File: src/rtl/o_serdes_clk_ctrl.sv
// Clock sequencer for the output serializer clock primitive: PLL lock qualification,
// clock-gate control and glitch-safe phase switching behind a valid/ack handshake.
module o_serdes_clk_ctrl #(
    parameter int unsigned LOCK_WAIT_CYCLES = 256,
    parameter int unsigned GAP_CYCLES       = 4,
    parameter int unsigned SYNC_STAGES      = 2
) (
    input  logic       CLK,
    input  logic       RST,
    input  logic       PLL_LOCK,
    input  logic       EN,
    input  logic       PHASE_VALID,
    input  logic [1:0] PHASE_IN,
    input  logic       CLR_ERR,
    output logic       CLK_EN,
    output logic [1:0] PHASE_SEL,
    output logic       PHASE_ACK,
    output logic       READY,
    output logic       LOCK_LOST,
    output logic [2:0] state_dbg
);

    typedef enum logic [2:0] {
        S_NO_LOCK   = 3'd0,
        S_STABILIZE = 3'd1,
        S_IDLE      = 3'd2,
        S_RUN       = 3'd3,
        S_GAP       = 3'd4
    } state_e;

    localparam logic [15:0] CNT_LAST = 16'(LOCK_WAIT_CYCLES - 1);
    localparam logic [7:0]  GAP_LAST = 8'(GAP_CYCLES - 1);

    state_e                 state_q, state_d;
    logic [SYNC_STAGES-1:0] sync_q, sync_d;
    logic [15:0]            cnt_q, cnt_d;
    logic [7:0]             gcnt_q, gcnt_d;
    logic                   clk_en_q, clk_en_d;
    logic [1:0]             phase_sel_q, phase_sel_d;
    logic                   ack_q, ack_d;
    logic                   ready_q, ready_d;
    logic                   lock_lost_q, lock_lost_d;
    logic                   lock_s;
    logic                   req;
    logic                   gap_done;
    logic                   lost_set;

    // Handshake: a request is PHASE_VALID held high with PHASE_IN stable until PHASE_ACK
    // pulses for one cycle; VALID seen during the ack cycle is the same request, not a new one.
    assign req      = PHASE_VALID && !ack_q;
    assign lock_s   = sync_q[SYNC_STAGES-1];
    assign gap_done = (gcnt_q == GAP_LAST);
    assign sync_d   = {sync_q[SYNC_STAGES-2:0], PLL_LOCK};

    always_ff @(posedge CLK or negedge RST) begin
        if (!RST) begin
            state_q     <= S_NO_LOCK;
            sync_q      <= '0;
            cnt_q       <= '0;
            gcnt_q      <= '0;
            clk_en_q    <= 1'b0;
            phase_sel_q <= 2'd0;
            ack_q       <= 1'b0;
            ready_q     <= 1'b0;
            lock_lost_q <= 1'b0;
        end else begin
            state_q     <= state_d;
            sync_q      <= sync_d;
            cnt_q       <= cnt_d;
            gcnt_q      <= gcnt_d;
            clk_en_q    <= clk_en_d;
            phase_sel_q <= phase_sel_d;
            ack_q       <= ack_d;
            ready_q     <= ready_d;
            lock_lost_q <= lock_lost_d;
        end
    end

    always_comb begin
        state_d = state_q;
        unique case (state_q)
            S_NO_LOCK: begin
                if (lock_s) state_d = S_STABILIZE;
            end
            S_STABILIZE: begin
                if (!lock_s)                state_d = S_NO_LOCK;
                else if (cnt_q == CNT_LAST) state_d = S_IDLE;
            end
            S_IDLE: begin
                if (!lock_s)  state_d = S_NO_LOCK;
                else if (EN)  state_d = S_RUN;
            end
            S_RUN: begin
                if (!lock_s)                             state_d = S_NO_LOCK;
                else if (!EN)                            state_d = S_IDLE;
                else if (req && PHASE_IN != phase_sel_q) state_d = S_GAP;
            end
            S_GAP: begin
                if (!lock_s)       state_d = S_NO_LOCK;
                else if (gap_done) state_d = EN ? S_RUN : S_IDLE;
            end
            default: state_d = S_NO_LOCK;
        endcase
    end

    always_comb begin
        cnt_d       = '0;
        gcnt_d      = '0;
        clk_en_d    = clk_en_q;
        phase_sel_d = phase_sel_q;
        ack_d       = 1'b0;
        ready_d     = ready_q;
        lost_set    = 1'b0;
        unique case (state_q)
            S_NO_LOCK: begin
                ready_d  = 1'b0;
                clk_en_d = 1'b0;
            end
            S_STABILIZE: begin
                if (lock_s) begin
                    if (cnt_q == CNT_LAST) ready_d = 1'b1;
                    else                   cnt_d   = cnt_q + 16'd1;
                end
            end
            S_IDLE: begin
                clk_en_d = 1'b0;
                if (!lock_s) begin
                    ready_d  = 1'b0;
                    lost_set = 1'b1;
                end else begin
                    // Clock is already stopped, so a phase change needs no gap here.
                    if (req) begin
                        phase_sel_d = PHASE_IN;
                        ack_d       = 1'b1;
                    end
                    if (EN) clk_en_d = 1'b1;
                end
            end
            S_RUN: begin
                if (!lock_s) begin
                    ready_d  = 1'b0;
                    clk_en_d = 1'b0;
                    lost_set = 1'b1;
                end else if (!EN) begin
                    clk_en_d = 1'b0;
                end else if (req) begin
                    if (PHASE_IN == phase_sel_q) ack_d    = 1'b1;
                    else                         clk_en_d = 1'b0;
                end
            end
            S_GAP: begin
                clk_en_d = 1'b0;
                if (!lock_s) begin
                    ready_d  = 1'b0;
                    lost_set = 1'b1;
                end else if (gap_done) begin
                    phase_sel_d = PHASE_IN;
                    ack_d       = 1'b1;
                    clk_en_d    = EN;
                end else begin
                    gcnt_d = gcnt_q + 8'd1;
                end
            end
            default: begin
                ready_d  = 1'b0;
                clk_en_d = 1'b0;
            end
        endcase
        // A new loss wins over a clear arriving in the same cycle.
        if (lost_set)     lock_lost_d = 1'b1;
        else if (CLR_ERR) lock_lost_d = 1'b0;
        else              lock_lost_d = lock_lost_q;
    end

    assign CLK_EN    = clk_en_q;
    assign PHASE_SEL = phase_sel_q;
    assign PHASE_ACK = ack_q;
    assign READY     = ready_q;
    assign LOCK_LOST = lock_lost_q;
    assign state_dbg = state_q;

endmodule

File: config.mk
export PLATFORM = sky130hd
export DESIGN_NAME = o_serdes_clk_ctrl
export DESIGN_NICKNAME = d
export VERILOG_FILES = /design/src/rtl/o_serdes_clk_ctrl.sv
export SDC_FILE = /design/constraint.sdc
export NUM_CORES = 1
export LEC_CHECK = 0
export CAP_MARGIN = 20
export CORE_AREA = 2 2 57 59
export CTS_CLUSTER_DIAMETER = 80
export DETAILED_ROUTE_END_ITERATION = 10
export DIE_AREA = 0 0 59 61
export HOLD_SLACK_MARGIN = 0.03
export PLACE_DENSITY = 0.83
export SKIP_LAST_GASP = 1
export SYNTH_ARGS = -nofsm -noshare
export SYNTH_HDL_FRONTEND = slang
export SYNTH_SLANG_ARGS = --single-unit
File: constraint.sdc
create_clock -name CLK -period 6.6 [get_ports CLK]
set_input_delay 1.32 -clock CLK [delete_from_list [all_inputs] [get_ports CLK]]
set_output_delay 1.32 -clock CLK [all_outputs]
set_load 0.05 [all_outputs]
# == Yosys cells after proc, flatten, opt, wreduce, memory -nomap -nowiden ==
# Index checks and enable logic that the tools add are counted.
# Widths: inputs -> output; s select.
# totals
elab_cells,94
reg_bits,35
inputBits,8
# op_classes
add_sub_neg,2
bitwise,1
eq_ne,22
n_reduce_logical,11
n_mux,49
# ops
op,count
$mux 16,3
$mux 3,10
$mux 1,24
$mux 8,3
$add 16x1->16 const B,1
$eq 16x8->1 const B,1
$ne 2x2->1 const B,8
$pmux 3 s5,1
$ne 4x4->1 const B,3
$reduce_and 5->1,2
$ne 3x3->1 const B,3
$add 8x1->8 const B,1
$eq 8x2->1 const B,1
$mux 2,4
$eq 3x2->1 const B,2
$reduce_and 3->1,2
$pmux 1 s4,1
$pmux 2 s2,1
$reduce_bool 2->1,2
$eq 3x1->1 const B,1
$eq 3x3->1 const B,1
$logic_not 3->1,1
$pmux 1 s3,1
$reduce_or 3->1,1
other kinds (6),7

# == Longest topological paths before layout ==
# Gate-level depths: netlist of run 1.
# depth
word_depth,7
ltp_mapped,6

# == Least setup slack after synthesis of run 1 ==
# No wires, ideal clock.
# synth_timing
path_kind,input to register
startpoint,in PHASE_IN[0]
endpoint,reg state_q[1] (netlist: state_dbg[1])
path_stages,5
setup_slack_ns,4.151
arrival_ns,2.322
required_time_ns,6.472
n_path_buf,0
path_cell_list,xnor2_1 -> nand2_1 -> a311oi_1 -> nor3b_2 -> mux2_1
# synth_via
elab_chain_len,4
# synth_lines
element,line_no,rtl
start: declaration,13,"input logic [1:0] PHASE_IN,"
$ne 2x2->1,96,else if (req && PHASE_IN != phase_sel_q) state_d = S_GAP;
$logic_and 1x1->1,96,
$ne 4x4->1 (no line),n/a,
$reduce_and 5->1 (no line),n/a,
end signal: assignment,67,state_q <= state_d;
end: declaration,34,"state_e state_q, state_d;"
# No other way between the ends.
# A chain may end at the register's enable or synchronous reset.

# == Worst setup path in the final report of run 1 ==
# layout_timing
startpoint,reg state_q[0] (netlist: state_dbg[0])
endpoint,out state_dbg[0]
# layout_lines
element,line_no,rtl
end: declaration,20,output logic [2:0] state_dbg
# No word-level cell between the ends.

==> run metrics, run 1 <==
crit start category=register; Syn Inst Count=around 180; CP Launch Point=state_dbg[0]$_DFFE_PN0P_; global route total overflow=0; unrepaired setup endpoints after global routing=false; predominant post-synthesis flop cell=dfrtp_1; drt first pass iters=4; WP data required=5.28 ns; clock share of power=0.196; internal power=about 0.35 mW; number of global-route vias before repair=roughly 1300; antenna diode count=0; total number of yosys warnings=0; sequential power share=0.479; worst min path class=reg -> reg; Reg2Reg Launch Point=gcnt_q[0]$_DFF_PN0_; CTS tree=yes; Worst path slowest cell=clkdlybuf4s50_1; asr flop ratio synth=1.00; drt via density=5.66; Fin. Hold Viols=0; Post-CTS Setup Inserts=0; PD cells=around 280 mW/mm^2; via count=between 1000 and 1500; clock latency at the later pin of the worst-skew pair=0.34 ns; CTS Sinks=35; CTS clock-pin slew for the worst setup and hold paths=0.11 ns; setup TNS=0 ns; clock buffer depth=2; VDD IR-drop max=around 0.17 mV; EDFF count, synth=0; worst slew pin tran=0.513 ns; Initial Utilization=0.589; dpl ws=3.57 ns; layout cells sized above 1=0.0704; hpwl dp=roughly 2300 um; final wirelength=3250 um; DRC Markers=0; hold path start=sync_q[0]$_DFF_PN0_; arrival time worst endpoint=1.92 ns; top cells by area, synth=dfrtp_1 (50%), nor2_1 (6.5%), xnor2_1 (5.5%), xor2_1 (5.5%), nand3_1 (3.2%); row count=20; combinational power share=0.325; switching share of power=0.386; Synth top area share=0.504; Synth top cells by count=dfrtp_1 (35), nor2_1 (30); Slew HR=0.658; period utilisation layout=0.491; core area=0.00295 sq mm; DR WL/cell=around 14 um; max-cap violation count=0; DIE AREA=around 0.0036 sq mm; setup slack after layout=about 3.4 ns; Mean Syn Cell Area=just under 10 sq um; number of synthesized register bits=35; cts hold-fix bufs=0; Syn Nets=~190; Leak Pwr=about 0.8 nW; DRT antenna net count=0; Synth cell types=36; CP cell instances=clkdlybuf4s50_1; status=complete, no violations; Root Buffer=clkbuf_4; Final Max Tran Viols=0; most common cell in the netlist=dfrtp_1; Resized Gates After CTS=0; type of the worst setup path=reg -> out; R2R Setup Slk=approximately 4.2 ns; Final Util=0.670; die width=~59 um; io pins=17; first-pass GRT wire length=between 5000 and 6000 um; Tmin final=between 3 and 4 ns; critical path's top delay family=buffers and inverters; skew final=approximately 0.015 ns; largest net degree at the start of global routing=36; CP Buf/Inv Count=1; CP endpoint kind=primary output; Seq/Total Area, Yosys=0.504; initial antenna violation count=0; Max FO, Critical Path=16; global placement routability congestion=0.753; post-synth top area cell=dfrtp_1; NumNets Final=208; H-tree levels=2; Die Span Y=between 60 and 70 um; CTS Buf Count=5; Setup Viol. Count Final=0; fmax=309 MHz; sw power=0.217 mW; synthesis-to-finish area growth=13.7%; Cell Area, Synth=between 0.0015 and 0.002 sq mm; first-iteration detailed-routing DRC count=54; overall power=~0.56 mW; GRT Util Overall=0.213; Largest stage delay, worst path=about 0.90 ns; number of port buffers=16
[cells in the final DEF, fill, tap and decap left out, types with 2 or more instances in the layout]
cell,Yosys,final
dfrtp_1,35,35
nor2_1,30,30
clkdlybuf4s50_1,0,16
nand3_1,11,11
xor2_1,11,11
xnor2_1,11,11
inv_1,11,11
nand2_1,10,10
a21oi_1,6,6
and3_1,5,5
o21ai_0,5,5
clkbuf_4,0,5
nand4_1,4,4
nor3_1,4,4
or4_1,3,3
nand2b_1,3,3
o22ai_1,3,3
nor3b_1,2,2
mux2_2,2,2
ha_1,2,2
clkbuf_1,4,2
[kinds of logic after synthesis]
family / after synthesis / synth area share
simple gates: 82 / 0.250
flops: 35 / 0.504
xor+xnor: 22 / 0.111
compound gates: 19 / 0.0662
buf+inv: 16 / 0.0352
mux: 3 / 0.0194
fa+ha+maj: 2 / 0.0144
[stage by stage]
step                cell area [sq um]  instances  hold WS, ns
floorplan                        1740        179        0.331
global placement                 1930        224        0.336
detailed placement               1930        224        0.348
CTS                              1980        232        0.380
global route                     1980        232        0.387
finish                           1980        232        0.373
[power groups by stage]
stage | Clock, mW | Sequential, mW | Combinational, mW
5_1_grt | 0.123 | 0.275 | 0.198
6_report | 0.110 | 0.270 | 0.183
2_1_floorplan | 0 | 0.313 | 0.0843
3_5_place_dp | 0 | 0.272 | 0.183
4_1_cts | 0.116 | 0.268 | 0.184
3_3_place_gp | 0 | 0.270 | 0.178
[flip-flops by register name, indices dropped and copies added, names as in the netlist]
signal / cells
cnt_q: 16
gcnt_q: 8
state_dbg: 3
PHASE_SEL: 2
READY: 1
sync_q: 2
CLK_EN: 1
PHASE_ACK: 1
LOCK_LOST: 1
[worst reg2reg max path, stage by stage (launching register included)]
cell and delay, ns:
dfrtp_1 0.42, ha_1 0.25, or4b_1 0.50, o21ai_2 0.42, o31ai_1 0.19, nor3b_2 0.21
mux2_1 0.33
[layer usage]
metal,wire length (um),GRT usage
met1,1420,0.250
met2,1680,0.359
met4,51,0.107
met5,0,0
met3,101,0.0618
[area by class of cell]
type / instances / area, sq um
clock buffer: 7 / 45.0
clock inverter: 1 / 5.00
fill: 239 / 975
inverter: 11 / 41.3
multi-input combinational: 128 / 802
sequential: 35 / 876
tap: 33 / 41.3
timing repair buffer: 17 / 168
[final timing paths]
path,cells past startpoint,end
setup / recovery,1,state_dbg[0]
hold / removal,0,sync_q[1]$_DFF_PN0_
setup reg to reg,6,state_dbg[1]$_DFFE_PN0P_
hold reg to reg,0,sync_q[1]$_DFF_PN0_
max in group asynchronous,2,cnt_q[12]$_DFF_PN0_
min in group asynchronous,2,PHASE_ACK$_DFF_PN0_
No activity file was read; power rests on OpenSTA's default activity.
==> run 2: changes to the inputs <==
CORE_AREA = 2 2 62 64   (was 2 2 57 59)
DIE_AREA = 0 0 64 66   (was 0 0 59 61)
PLACE_DENSITY = 0.74   (was 0.83)
clock period = 2.7 ns   (was 6.6 ns; I/O delays follow)
==> run 2 against run 1 <==
  * Clock power is 140% higher
  * Register-to-register slack worse by 3.8 ns
  * Via count is 0.53% higher
  * Core utilization is 10 points lower
  * Flip-flop and latch count stayed put
  * Cell area is 1.7% higher
  * Routed wire length is 1.8% lower
  * Die area is 17% higher
  * Worst hold slack worse by 0.017 ns
  * Combinational power grew to 2.7 times the previous value
  * Global-route usage is 3.3 points lower
==> run metrics, run 2 (synthesis gave the netlist of run 1 again) <==
Final Max Tran Viols=0 (unchanged); Resized Gates After CTS=0 (unchanged); synthesis-to-finish area growth=15.7% (was 13.7%); hpwl dp=2260 um (was 2270 um); DRC Markers=0 (unchanged); core area=0.00355 sq mm (was 0.00295 sq mm); CTS Buf Count=5 (unchanged); GRT Util Overall=0.180 (was 0.213); top routing layer used=met4 (unchanged); final wirelength=3190 um (was 3250 um); sequential power share=0.452 (was 0.479); period utilisation layout=0.877; first-pass GRT wire length=5880 um (was 5630 um); Min Hold Slack=0.356 ns (was 0.373 ns); Slew HR=0.568 (was 0.658); Most flops, register=cnt_q (unchanged); initial antenna violation count=0 (unchanged); DRT antenna net count=0 (unchanged); NumNets Final=210 (was 208); dpl ws=0.296 ns (was 3.57 ns); CTS tree=yes (unchanged); sw power=0.530 mW (was 0.217 mW); arrival time worst endpoint=2.60 ns (was 1.92 ns); Initial Utilization=0.490 (was 0.589); unrepaired setup endpoints after global routing=false (unchanged); antenna diode count=0 (unchanged); Tmin final=roughly 2.4 ns; fmax=~420 MHz; first-iteration detailed-routing DRC count=111 (was 54); Leak Pwr=0.821 nW (was 0.812 nW); CTS clock-pin slew for the worst setup and hold paths=0.10 ns (was 0.11 ns); cts hold-fix bufs=0 (unchanged); DIE AREA=0.00422 sq mm (was 0.00360 sq mm); status=complete, no violations (unchanged); worst min path class=reg -> reg (unchanged); internal power=0.855 mW (was 0.346 mW); WP data required=2.93 ns (was 5.28 ns); R2R Path End=state_dbg[1]$_DFFE_PN0P_ (unchanged); layout cells sized above 1=0.0796 (was 0.0704); type of the worst setup path=reg -> reg (was reg -> out); Post-CTS Setup Inserts=0 (unchanged); crit start category=register (unchanged); number of global-route vias before repair=1334 (was 1327); DR WL/cell=12.8 um (was 14.0 um); drt via density=5.31 (was 5.66); die width=64 um (was 59 um); global placement routability congestion=0.777 (was 0.753); largest net degree at the start of global routing=36 (unchanged); switching share of power=0.383 (was 0.386); Root Buffer=clkbuf_4 (unchanged); PD cells=689 mW/mm^2 (was 284 mW/mm^2); most common cell after layout, fill and taps aside=dfrtp_1 (unchanged); Fin. Hold Viols=0 (unchanged); CP endpoint kind=register (was primary output); R2R cell count=5 (was 6); commonest cells after routing, fill and taps aside=dfrtp_1 (35), nor2_1 (30), clkdlybuf4s50_1 (16) (unchanged); worst slew pin tran=0.644 ns (was 0.513 ns); Max FO, Critical Path=18 (was 16); row count=22 (was 20); Reg2Reg Launch Point=cnt_q[12]$_DFF_PN0_ (was gcnt_q[0]$_DFF_PN0_); CP Launch Point=cnt_q[12]$_DFF_PN0_ (was state_dbg[0]$_DFFE_PN0P_); CTS Sinks=35 (unchanged); number of port buffers=16 (unchanged); setup TNS=0 ns (unchanged); io pins=17 (unchanged); VDD IR-drop max=0.397 mV (was 0.166 mV); skew final=0.00376 ns (was 0.0146 ns); Setup Viol. Count Final=0 (unchanged); global route total overflow=0 (unchanged); clock buffer depth=2 (unchanged); R2R Setup Slk=0.33 ns (was 4.18 ns); via count=1321 (was 1314); Largest register FFs=16 (unchanged); Die Span Y=66 um (was 61 um); H-tree levels=2 (unchanged); combinational power share=0.353 (was 0.325); clock latency at the later pin of the worst-skew pair=0.34 ns (about the same); wire length on met1=1380 um (was 1420 um); met2 routed WL=1610 um (was 1680 um); routed length on met3=119 um (was 101 um); max-cap violation count=0 (unchanged); clock share of power=0.194 (was 0.196); crit path capture=state_dbg[1]$_DFFE_PN0P_ (was state_dbg[0]); drt first pass iters=4 (unchanged); setup slack after layout=0.332 ns (was 3.36 ns)
-- run 2: routing by layer --
metal | vias up | GRT usage
met4 | 0 | 0.0897
met1 | 625 | 0.218
li1 | 655 | -
met5 | - | 0
met2 | 32 | 0.296
met3 | 9 | 0.0511
-- run 2: power by group through the flow --
stage                     clock (mW)  sequential [mW]  combinational, mW
final                          0.269            0.626              0.490
after global routing           0.302            0.637              0.530
after CTS                      0.277            0.626              0.492
after detailed placement           0            0.636              0.490
after global placement             0            0.635              0.481
after floorplan                    0            0.766              0.206
-- run 2: how the worst min path moves through the flow --
stage	startpoint	end	slack, ns	cells past startpoint
5_1_grt	sync_q[0]$_DFF_PN0_	sync_q[1]$_DFF_PN0_	0.39	0
6_report	sync_q[0]$_DFF_PN0_	sync_q[1]$_DFF_PN0_	0.36	0
3_5_place_dp	sync_q[0]$_DFF_PN0_	sync_q[1]$_DFF_PN0_	0.33	0
3_3_place_gp	sync_q[0]$_DFF_PN0_	sync_q[1]$_DFF_PN0_	0.34	0
4_1_cts	sync_q[0]$_DFF_PN0_	sync_q[1]$_DFF_PN0_	0.36	0
2_1_floorplan	RST	CLK_EN$_DFFE_PN0P_	0.24	0
-- run 2: per-stage QoR --
step	util	total power [mW]	area [sq um]	std cells
CTS	0.567	1.39	2010	249
floorplan	-	0.972	1740	179
finish	0.567	1.39	2010	249
global route	0.567	1.47	2010	249
global placement	0.553	1.12	1960	241
detailed placement	0.553	1.13	1960	241
-- run 2: layout make-up --
class                   instances  area (sq um)
clock buffers                   7          45.0
clock inverters                 1          5.00
fillers                       294          1540
inverters                      11          41.3
multi-input cells             128           802
flip-flops and latches         35           876
well taps                      48          60.1
repair buffers                 19           183
-- run 2: critical path, stage by stage, from the launching register on --
cell	delay [ns]
dfrtp_1	0.43
or4_1	0.53
or4_4	0.51
nand4_4	0.23
nor3b_2	0.21
mux2_1	0.34
